--- src/rtl/mem_ctrl_if.sv ---
// Bus bundle between mem_ctrl, the fetch/memory stages and the byte RAM.
// slave: controller side; master: requester/RAM side.
interface mem_ctrl_if;
  logic        if_req;
  logic [31:0] if_addr;
  logic        if_done;
  logic [31:0] if_pc;
  logic [31:0] inst_o;
  logic        mem_req;
  logic        mem_wr;
  logic [31:0] mem_addr;
  logic [1:0]  mem_len;
  logic [31:0] mem_wdata;
  logic        mem_done;
  logic [31:0] mem_rdata;
  logic [7:0]  ram_din;
  logic [7:0]  ram_dout;
  logic [31:0] ram_a;
  logic        ram_wr;

  modport slave (
    input  if_req, if_addr,
    input  mem_req, mem_wr, mem_addr,
    input  mem_len, mem_wdata, ram_din,
    output if_done, if_pc, inst_o,
    output mem_done, mem_rdata,
    output ram_dout, ram_a, ram_wr
  );

  modport master (
    output if_req, if_addr,
    output mem_req, mem_wr, mem_addr,
    output mem_len, mem_wdata, ram_din,
    input  if_done, if_pc, inst_o,
    input  mem_done, mem_rdata,
    input  ram_dout, ram_a, ram_wr
  );
endinterface

--- src/rtl/mem_ctrl.sv ---
// Fetch/memory-stage arbiter serialising accesses onto a byte-wide RAM.
// Ports: clk, rst (sync, active-high), bus (mem_ctrl_if.slave).
module mem_ctrl (
  input logic       clk,
  input logic       rst,
  mem_ctrl_if.slave bus
);

  typedef enum logic [2:0] {
    IDLE, IF_RD, MEM_RD, MEM_WR, DONE
  } state_t;

  state_t      st;
  logic [31:0] base;
  logic [31:0] wdata;
  logic [31:0] rbuf;
  logic [2:0]  len;
  logic [2:0]  cnt;

  logic [2:0]  cnt1;
  logic [31:0] nxt_a;
  logic [1:0]  ridx;
  logic [1:0]  widx;
  logic [31:0] cap;
  logic [2:0]  mlen;

  assign cnt1  = cnt + 3'd1;
  assign nxt_a = base + {29'd0, cnt1};
  // Byte arriving now belongs to the address shown last cycle.
  assign ridx  = 2'(cnt - 3'd1);
  assign widx  = 2'(cnt1);

  always_comb begin
    cap = rbuf;
    cap[{ridx, 3'b000} +: 8] = bus.ram_din;
  end

  always_comb begin
    mlen = 3'd4;
    unique case (bus.mem_len)
      2'd0:    mlen = 3'd1;
      2'd1:    mlen = 3'd2;
      default: mlen = 3'd4;
    endcase
  end

  always_ff @(posedge clk) begin
    if (rst) begin
      st            <= IDLE;
      base          <= '0;
      wdata         <= '0;
      rbuf          <= '0;
      len           <= '0;
      cnt           <= '0;
      bus.if_done   <= 1'b0;
      bus.if_pc     <= '0;
      bus.inst_o    <= '0;
      bus.mem_done  <= 1'b0;
      bus.mem_rdata <= '0;
      bus.ram_a     <= '0;
      bus.ram_dout  <= '0;
      bus.ram_wr    <= 1'b0;
    end else begin
      bus.if_done  <= 1'b0;
      bus.mem_done <= 1'b0;
      unique case (st)
        IDLE: begin
          cnt  <= '0;
          rbuf <= '0;
          if (bus.mem_req) begin
            base       <= bus.mem_addr;
            wdata      <= bus.mem_wdata;
            len        <= mlen;
            bus.ram_a  <= bus.mem_addr;
            bus.ram_wr <= bus.mem_wr;
            if (bus.mem_wr) begin
              bus.ram_dout <= bus.mem_wdata[7:0];
              st           <= MEM_WR;
            end else begin
              st           <= MEM_RD;
            end
          end else if (bus.if_req) begin
            base      <= bus.if_addr;
            len       <= 3'd4;
            bus.ram_a <= bus.if_addr;
            st        <= IF_RD;
          end
        end
        IF_RD, MEM_RD: begin
          cnt <= cnt1;
          if (cnt != 3'd0)
            rbuf <= cap;
          if (cnt1 < len)
            bus.ram_a <= nxt_a;
          else
            bus.ram_a <= '0;
          if (cnt == len) begin
            st <= DONE;
            if (st == IF_RD) begin
              bus.if_done <= 1'b1;
              bus.inst_o  <= cap;
              bus.if_pc   <= base;
            end else begin
              bus.mem_done  <= 1'b1;
              bus.mem_rdata <= cap;
            end
          end
        end
        MEM_WR: begin
          if (cnt1 < len) begin
            cnt          <= cnt1;
            bus.ram_a    <= nxt_a;
            bus.ram_dout <= wdata[{widx, 3'b000} +: 8];
          end else begin
            bus.ram_a    <= '0;
            bus.ram_dout <= '0;
            bus.ram_wr   <= 1'b0;
            bus.mem_done <= 1'b1;
            st           <= DONE;
          end
        end
        DONE: begin
          st <= IDLE;
        end
        default: begin
          st <= IDLE;
        end
      endcase
    end
  end

endmodule

--- src/flat_wrapper.sv ---
// flat-port wrapper written by rule: the top's interface ports become plain ports
module mem_ctrl_flat 
  (clk, rst, bus_if_req, bus_if_addr, bus_mem_req, bus_mem_wr, bus_mem_addr, bus_mem_len, bus_mem_wdata, bus_ram_din, bus_if_done, bus_if_pc, bus_inst_o, bus_mem_done, bus_mem_rdata, bus_ram_dout, bus_ram_a, bus_ram_wr);
  mem_ctrl_if bus_i ();
  input logic clk;
  input logic rst;
  input wire logic [$bits(bus_i.if_req)-1:0] bus_if_req;
  input wire logic [$bits(bus_i.if_addr)-1:0] bus_if_addr;
  input wire logic [$bits(bus_i.mem_req)-1:0] bus_mem_req;
  input wire logic [$bits(bus_i.mem_wr)-1:0] bus_mem_wr;
  input wire logic [$bits(bus_i.mem_addr)-1:0] bus_mem_addr;
  input wire logic [$bits(bus_i.mem_len)-1:0] bus_mem_len;
  input wire logic [$bits(bus_i.mem_wdata)-1:0] bus_mem_wdata;
  input wire logic [$bits(bus_i.ram_din)-1:0] bus_ram_din;
  output wire logic [$bits(bus_i.if_done)-1:0] bus_if_done;
  output wire logic [$bits(bus_i.if_pc)-1:0] bus_if_pc;
  output wire logic [$bits(bus_i.inst_o)-1:0] bus_inst_o;
  output wire logic [$bits(bus_i.mem_done)-1:0] bus_mem_done;
  output wire logic [$bits(bus_i.mem_rdata)-1:0] bus_mem_rdata;
  output wire logic [$bits(bus_i.ram_dout)-1:0] bus_ram_dout;
  output wire logic [$bits(bus_i.ram_a)-1:0] bus_ram_a;
  output wire logic [$bits(bus_i.ram_wr)-1:0] bus_ram_wr;
  assign bus_i.if_req = bus_if_req;
  assign bus_i.if_addr = bus_if_addr;
  assign bus_i.mem_req = bus_mem_req;
  assign bus_i.mem_wr = bus_mem_wr;
  assign bus_i.mem_addr = bus_mem_addr;
  assign bus_i.mem_len = bus_mem_len;
  assign bus_i.mem_wdata = bus_mem_wdata;
  assign bus_i.ram_din = bus_ram_din;
  assign bus_if_done = bus_i.if_done;
  assign bus_if_pc = bus_i.if_pc;
  assign bus_inst_o = bus_i.inst_o;
  assign bus_mem_done = bus_i.mem_done;
  assign bus_mem_rdata = bus_i.mem_rdata;
  assign bus_ram_dout = bus_i.ram_dout;
  assign bus_ram_a = bus_i.ram_a;
  assign bus_ram_wr = bus_i.ram_wr;
  mem_ctrl u_core (.clk(clk), .rst(rst), .bus(bus_i));
endmodule
--- config.mk ---
export PLATFORM = sky130hd
export DESIGN_NAME = mem_ctrl_flat
export DESIGN_NICKNAME = d
export VERILOG_FILES = /design/src/rtl/mem_ctrl_if.sv /design/src/rtl/mem_ctrl.sv /design/src/flat_wrapper.sv
export SDC_FILE = /design/constraint.sdc
export NUM_CORES = 1
export LEC_CHECK = 0
export ABC_AREA = 0
export CORE_MARGIN = 5
export CORE_UTILIZATION = 40
export DETAILED_ROUTE_END_ITERATION = 10
export GPL_TIMING_DRIVEN = 0
export PLACE_DENSITY = 0.66
export REMOVE_ABC_BUFFERS = 1
export SLEW_MARGIN = 20
export SYNTH_ARGS = -nofsm -noshare
export SYNTH_HDL_FRONTEND = slang
export SYNTH_SLANG_ARGS = --single-unit
--- constraint.sdc ---
create_clock -name clk -period 4.1 [get_ports clk]
set_clock_uncertainty 0.2 [all_clocks]
set_input_delay 0.615 -clock clk [delete_from_list [all_inputs] [get_ports clk]]
set_output_delay 0.615 -clock clk [all_outputs]
set_load 0.005 [all_outputs]
==> results.txt, run 1 <==
Iter 0 DRT Violations -> 709
layout cells sized above 1 -> 6.57%
Die ar. -> 30400 sq um
fmax -> 269 MHz
max-cap check violation count -> 0
count of non-filler cells in the finished layout -> 1833
final hold violations -> 0
RSZ-0062 raised after global routing -> false
insertion delay to the later sink of the worst-skew pair -> 0.53 ns
Synth async-reset ratio -> 0%
VDD IR-drop max -> 0.000310 V
sequential share of the synthesized area -> 45.2%
Post-synth EDFFs -> 0
IO buf count -> 249
Detail Placement HPWL -> 21800 um
Seq cells post-synth -> 244
chip height -> 174 um
fin worst setup slack -> 0.387 ns
Critical Path Start Type -> flip-flop
CP arrival -> 3.99 ns
post-CTS setup buffers -> 0
Vias -> 9843
grt ovf -> 0
H-tree levels -> 1
Tmin final -> 3.71 ns
Post-Syn Area -> 10800 sq um
starting density of the core -> 40.3%
Final setup viols -> 0
kind of critical path -> flip-flop to flip-flop
final routed DRC violation total -> 0
Pwr Total -> 8.82 mW
Max Transition Viols Final -> 0
CTS tree -> built
Power Density -> 616 nW/um^2
largest net degree at the start of global routing -> 125
final WL -> 32100 um
Worst EP required -> 4.38 ns
Global Route Usage Sum -> 20.2%
Hold Crit Class -> flip-flop to flip-flop
Placed Instances -> 1785
pre-CTS worst setup slack -> -0.655 ns
Reg clk slew, reported paths -> 0.07 ns
syn avg cell area -> 8.37 sq um
DR pass1 iterations -> 5
IO Pins -> 250
via/cell ratio -> 5.37
status -> finished clean
GP Congestion -> 0.845
Netlist cell types -> 65
Layout Nets -> 1596
vias in the first global route -> 9273
period utilization -> 90.6%
initial antenna violation count -> 1
Pleak -> 4.98 nW
R2R Setup Slk -> 0.39 ns
Slew HR -> 27.0%
Synth Flop Type -> dfxtp_1
Slew @ Worst Pin -> 1.09 ns
CTS buffer count -> 26
Worst setup EP type -> flip-flop
# rows -> 60
Core Util, Final -> 53.4%
first-pass GRT wire length -> 51200 um
CTS Buffer Depth -> 3
Routed Antenna Nets -> 0
Area Growth Syn to Fin -> 32.5%
synth warn -> 0
Post-Route Setup TNS -> 0 ns
cells after synthesis -> 1292
core area -> 26800 sq um
CTS Sinks -> 244
die width -> 174 um
WL/cell -> 17.5 um
Clock Tree Root -> clkbuf_16
CP Max Fanout -> 19
==> metrics by stage <==
stage,area [sq um],hold slack (ns)
3_3_place_gp,13300,0.239
5_1_grt,14300,0.267
6_report,14300,0.251
3_5_place_dp,13400,0.245
4_1_cts,14300,0.253
2_1_floorplan,10400,0.227
==> worst paths after layout <==
| path | from | end | depth (start not counted) |
|---|---|---|---|
| setup / recovery | u_core.cnt[0] | u_core.bus.ram_a[22] | 8 |
| hold / removal | u_core.wdata[27] | u_core.wdata[27] | 2 |
| setup reg to reg | u_core.cnt[0] | u_core.bus.ram_a[22] | 8 |
| hold reg to reg | u_core.wdata[27] | u_core.wdata[27] | 2 |
==> layout by cell type, fill, tap and decap left out, types with 5 or more instances in the layout <==
cell type	netlist	final
xnor2_1	8	8
and4_1	5	5
nor2_1	169	166
clkbuf_16	0	27
mux2_2	9	9
xor2_1	14	14
a21oi_1	180	180
nand3_1	18	18
and3_1	7	6
ha_1	12	11
clkdlybuf4s50_1	0	247
a211oi_1	95	95
o22ai_1	6	6
nor3_1	11	11
mux4_2	8	8
nor2b_1	67	67
clkinv_2	0	7
nand4_1	15	15
o21ai_0	34	34
inv_1	9	9
nor4_1	6	6
mux2i_1	25	25
o21ai_1	5	5
dfxtp_1	244	243
nand2_1	166	164
a22oi_1	10	10
==> layer usage <==
metal  up-vias  track usage, %  routed length, um
met2       298            33.5              14900
met1      4615            26.9              14200
met4         0            4.19                603
met5         -               0                  0
li1       4883               -                  -
met3        47            4.70               2380
==> area by class of cell <==
type	count	area (sq um)
antenna	1	2.50
clock buffer	35	746
clock inverter	12	164
fill	2511	12500
inverter	9	33.8
multi-input combinational	938	5490
sequential	244	4890
tap	341	427
timing repair buffer	253	2570
==> cells in the mapped netlist (3+ instances only) <==
| cell | count | area share, % |
|---|---|---|
| o22ai_1 | 6 | 0.35 |
| o21bai_1 | 4 | 0.28 |
| buf_1 | 5 | 0.17 |
| nor4b_2 | 3 | 0.42 |
| buf_2 | 35 | 1.6 |
| nor3_1 | 11 | 0.51 |
| and3_1 | 7 | 0.41 |
| and4_1 | 5 | 0.41 |
| dfxtp_1 | 244 | 45 |
| nor4_1 | 6 | 0.35 |
| nand3_1 | 18 | 0.83 |
| nand4_1 | 15 | 0.87 |
| inv_1 | 9 | 0.31 |
| and2_1 | 5 | 0.29 |
| mux2_2 | 9 | 0.94 |
| mux2i_1 | 25 | 2.3 |
| o21a_1 | 3 | 0.21 |
| mux4_2 | 8 | 1.7 |
| a221oi_1 | 3 | 0.24 |
| buf_4 | 4 | 0.28 |
| a21oi_1 | 180 | 8.3 |
| clkbuf_1 | 55 | 1.9 |
| xor2_1 | 14 | 1.1 |
| nand2_1 | 166 | 5.8 |
| nor2b_1 | 67 | 3.9 |
| a31oi_1 | 4 | 0.23 |
| or4_1 | 3 | 0.21 |
| or2_2 | 3 | 0.17 |
| o21ai_0 | 34 | 1.6 |
| a22oi_1 | 10 | 0.69 |
| nor2_1 | 169 | 5.9 |
| xnor2_1 | 8 | 0.65 |
| o211ai_1 | 4 | 0.28 |
| o21ai_1 | 5 | 0.23 |
| a211oi_1 | 95 | 6.6 |
| ha_1 | 12 | 1.4 |
==> critical path, cell delays in order, from the launching register on <==
cell,delay (ns)
dfxtp_2,0.68
inv_1,0.23
ha_2,0.72
ha_1,0.33
nand3b_1,0.14
nand2_1,0.36
nor2_4,0.54
o221ai_1,0.19
o21ba_2,0.27
==> logic make-up after synthesis <==
logic type                 Yosys count  synth area share, %
and+or+nand+nor                    497                 21.8
xor gates and xnor gates            22                 1.78
buffers and inverters              110                 4.45
AOI/OAI and AO/OA                  364                 20.3
DFF                                244                 45.2
muxes                               42                 4.92
adders and majority gates           13                 1.57
==> repair_timing <==
item | in CTS | in global routing
gates resized for setup | 2 | 2
hold buffers | 0 | 0
cloned | 0 | 0
endpoints found under the setup margin | 64 | 18
endpoints found under the hold margin | 0 | 0
==> state kept, by name, summed over array words and instances, names as in the netlist <==
signal,flops
u_core.base,32
u_core.bus.if_pc,32
u_core.bus.inst_o,32
u_core.bus.mem_rdata,32
u_core.bus.ram_a,32
u_core.rbuf,32
u_core.wdata,32
u_core.bus.ram_dout,8
u_core.cnt,3
u_core.len,3
u_core.st,3
u_core.bus.if_done,1
u_core.bus.mem_done,1
u_core.bus.ram_wr,1
==> where the power goes <==
group          internal, mW  switching [mW]  total [mW]
sequential             2.88           0.479        3.36
clock                  1.52           0.972        2.50
combinational          1.33            1.64        2.97
Note: power is estimated with default switching activity, not from simulation.
==> inputs of run 2 (changes only) <==
--- a/config.mk
+++ b/config.mk
@@ -7,10 +7,11 @@
 export LEC_CHECK = 0
 export ABC_AREA = 0
 export CORE_MARGIN = 5
-export CORE_UTILIZATION = 40
+export CORE_UTILIZATION = 50
 export DETAILED_ROUTE_END_ITERATION = 10
 export GPL_TIMING_DRIVEN = 0
-export PLACE_DENSITY = 0.66
+export HOLD_SLACK_MARGIN = 0.1
+export PLACE_DENSITY = 0.8
 export REMOVE_ABC_BUFFERS = 1
 export SLEW_MARGIN = 20
 export SYNTH_ARGS = -nofsm -noshare
==> run 2 against run 1 <==
Critical path depth unchanged. Combinational power increased by 2%. Critical path type unchanged. Core utilization increased by 14 points. Critical endpoint is now u_core.bus.ram_a[31]. Clock power increased by 7%. Via count increased by 2.0%. Power increased by 2.9%.
==> results.txt, run 2 (synthesis results as in run 1) <==
via/cell ratio -> 5.68 (+5.8%)
IO Pins -> 250 (unchanged)
CTS Sinks -> 244 (unchanged)
IO buf count -> 249 (unchanged)
WL/cell -> 17.9 um (+2.2%)
CP Max Fanout -> 19 (unchanged)
Area Growth Syn to Fin -> 32.9%
final WL -> 31600 um (-1.5%)
Clock Tree Root -> clkbuf_16
Worst R2R Path Depth -> 8 (unchanged)
Worst EP required -> 4.29 ns (-0.09 ns)
chip height -> 157 um (-10%)
Layout Nets -> 1598 (+0.13%)
Iter 0 DRT Violations -> 730 (+3.0%)
cts hold-fix bufs -> 0 (unchanged)
kind of critical path -> flip-flop to flip-flop
hold path depth -> 2 (unchanged)
Critical Path Start Type -> flip-flop
DR pass1 iterations -> 5 (unchanged)
Slew @ Worst Pin -> 1.15 ns (+0.0540 ns)
VDD IR-drop max -> 0.000385 V (+24%)
CP cell instances -> inv_1 > ha_2 > ha_1 > a21oi_1 > o21a_1 > nor3_1 > a311oi_1 > o31ai_1
Pwr Total -> 9.08 mW (+2.9%)
insertion delay to the later sink of the worst-skew pair -> 0.53 ns (about the same)
Slowest-stage cell, CP -> ha_2
most common cell after layout, fill and taps aside -> clkdlybuf4s50_1
period utilization -> 89.6% (-0.96 points)
Max Transition Viols Final -> 0 (unchanged)
layout cells sized above 1 -> 6.90% (+0.33 points)
status -> finished clean
final hold violations -> 0 (unchanged)
Die ar. -> 24700 sq um (-19%)
Hold Crit Class -> flip-flop to flip-flop
Power Density -> 632 nW/um^2 (+2.6%)
Hold Worst Slack -> 0.251 ns (-0.0000470 ns)
CTS Buffer Depth -> 3 (unchanged)
pre-CTS worst setup slack -> -0.444 ns (+0.211 ns)
Pleak -> 5.04 nW (+1.2%)
Detail Placement HPWL -> 21600 um (-0.52%)
GP Congestion -> 0.933 (+10%)
commonest non-fill, non-tap cells in the layout -> clkdlybuf4s50_1 (247), dfxtp_1 (243), a21oi_1 (180)
RSZ-0062 raised after global routing -> false
CTS tree -> built
initial antenna violation count -> 1 (unchanged)
CP arrival -> 3.87 ns (-0.12 ns)
Tmin final -> 3.67 ns (-0.0393 ns)
# rows -> 53 (-12%)
starting density of the core -> 51.1% (+11 points)
Worst setup EP type -> flip-flop
fmax -> 272 MHz (+1.1%)
largest net degree at the start of global routing -> 125 (unchanged)
# fillers -> 1762 (-30%)
Vias -> 10.0k (+2.0%)
Routed Antenna Nets -> 0 (unchanged)
Slew HR -> 23.4% (-3.6 points)
final routed DRC violation total -> 0 (unchanged)
vias in the first global route -> 9725 (+4.9%)
die width -> 157 um (-10%)
CTS buffer count -> 25 (-3.8%)
Final setup viols -> 0 (unchanged)
fin worst setup slack -> 0.426 ns (+0.0393 ns)
Post-Route Setup TNS -> 0 ns (unchanged)
Global Route Usage Sum -> 24.7% (+4.6 points)
core area -> 21200 sq um (-21%)
diode count -> 0 (-1)
Crit path largest cell delay -> 0.68 ns (-0.04 ns)
Core Util, Final -> 67.9% (+14 points)
H-tree levels -> 1 (unchanged)
grt ovf -> 0 (unchanged)
max-cap check violation count -> 0 (unchanged)
Reg clk slew, reported paths -> 0.06 ns (about the same)
first-pass GRT wire length -> 50500 um (-1.2%)
run 2: worst paths after layout:
path,from,end,slack [ns]
worst max-delay path,u_core.cnt[0],u_core.bus.ram_a[31],0.43
worst min-delay path,u_core.wdata[26],u_core.wdata[26],0.25
worst max register to register,u_core.cnt[0],u_core.bus.ram_a[31],0.43
worst min register to register,u_core.wdata[26],u_core.wdata[26],0.25
run 2: worst max-delay path: cells and delay by family, from the launching register on:
kind	cells	cell delay, ns
AO/OA/AOI/OAI	4	1.21
buffers and inverters	1	0.24
flip-flops	1	0.67
adder cells (fa/ha/maj)	2	1.01
AND/OR/NAND/NOR	1	0.19
run 2: per-layer routing:
| layer | GRT usage [%] | part of all wire [%] |
|---|---|---|
| met5 | 0 | 0.063 |
| met4 | 6.55 | 2.4 |
| met3 | 4.62 | 8.2 |
| met2 | 42.6 | 49 |
| met1 | 32.1 | 40 |
run 2: where the power goes:
group	internal [mW]	switching [mW]
Clock	1.72	0.955
Combinational	1.38	1.67
Sequential	2.88	0.488
run 2: layout make-up:
class	count	area (sq um)	share of cell area (%)
tap	275	344	2.40
clock buffer	28	657	4.57
clock inverter	17	317	2.20
multi-input combinational	938	5490	38.2
sequential	244	4890	34.0
inverter	9	33.8	0.235
timing repair buffer	256	2630	18.3
run 2: timing repair:
action | 4_1_cts | 5_1_grt
setup buffers | 0 | 0
gates resized for setup | 2 | 2
endpoints found under the setup margin | 32 | 7
run 2: metrics by stage:
stage / instance area [sq um] / instances
after detailed placement: 13300 / 1721
after global placement: 13200 / 1715
after global routing: 14400 / 1767
final: 14400 / 1767
after floorplan: 10400 / 1191
after CTS: 14300 / 1766
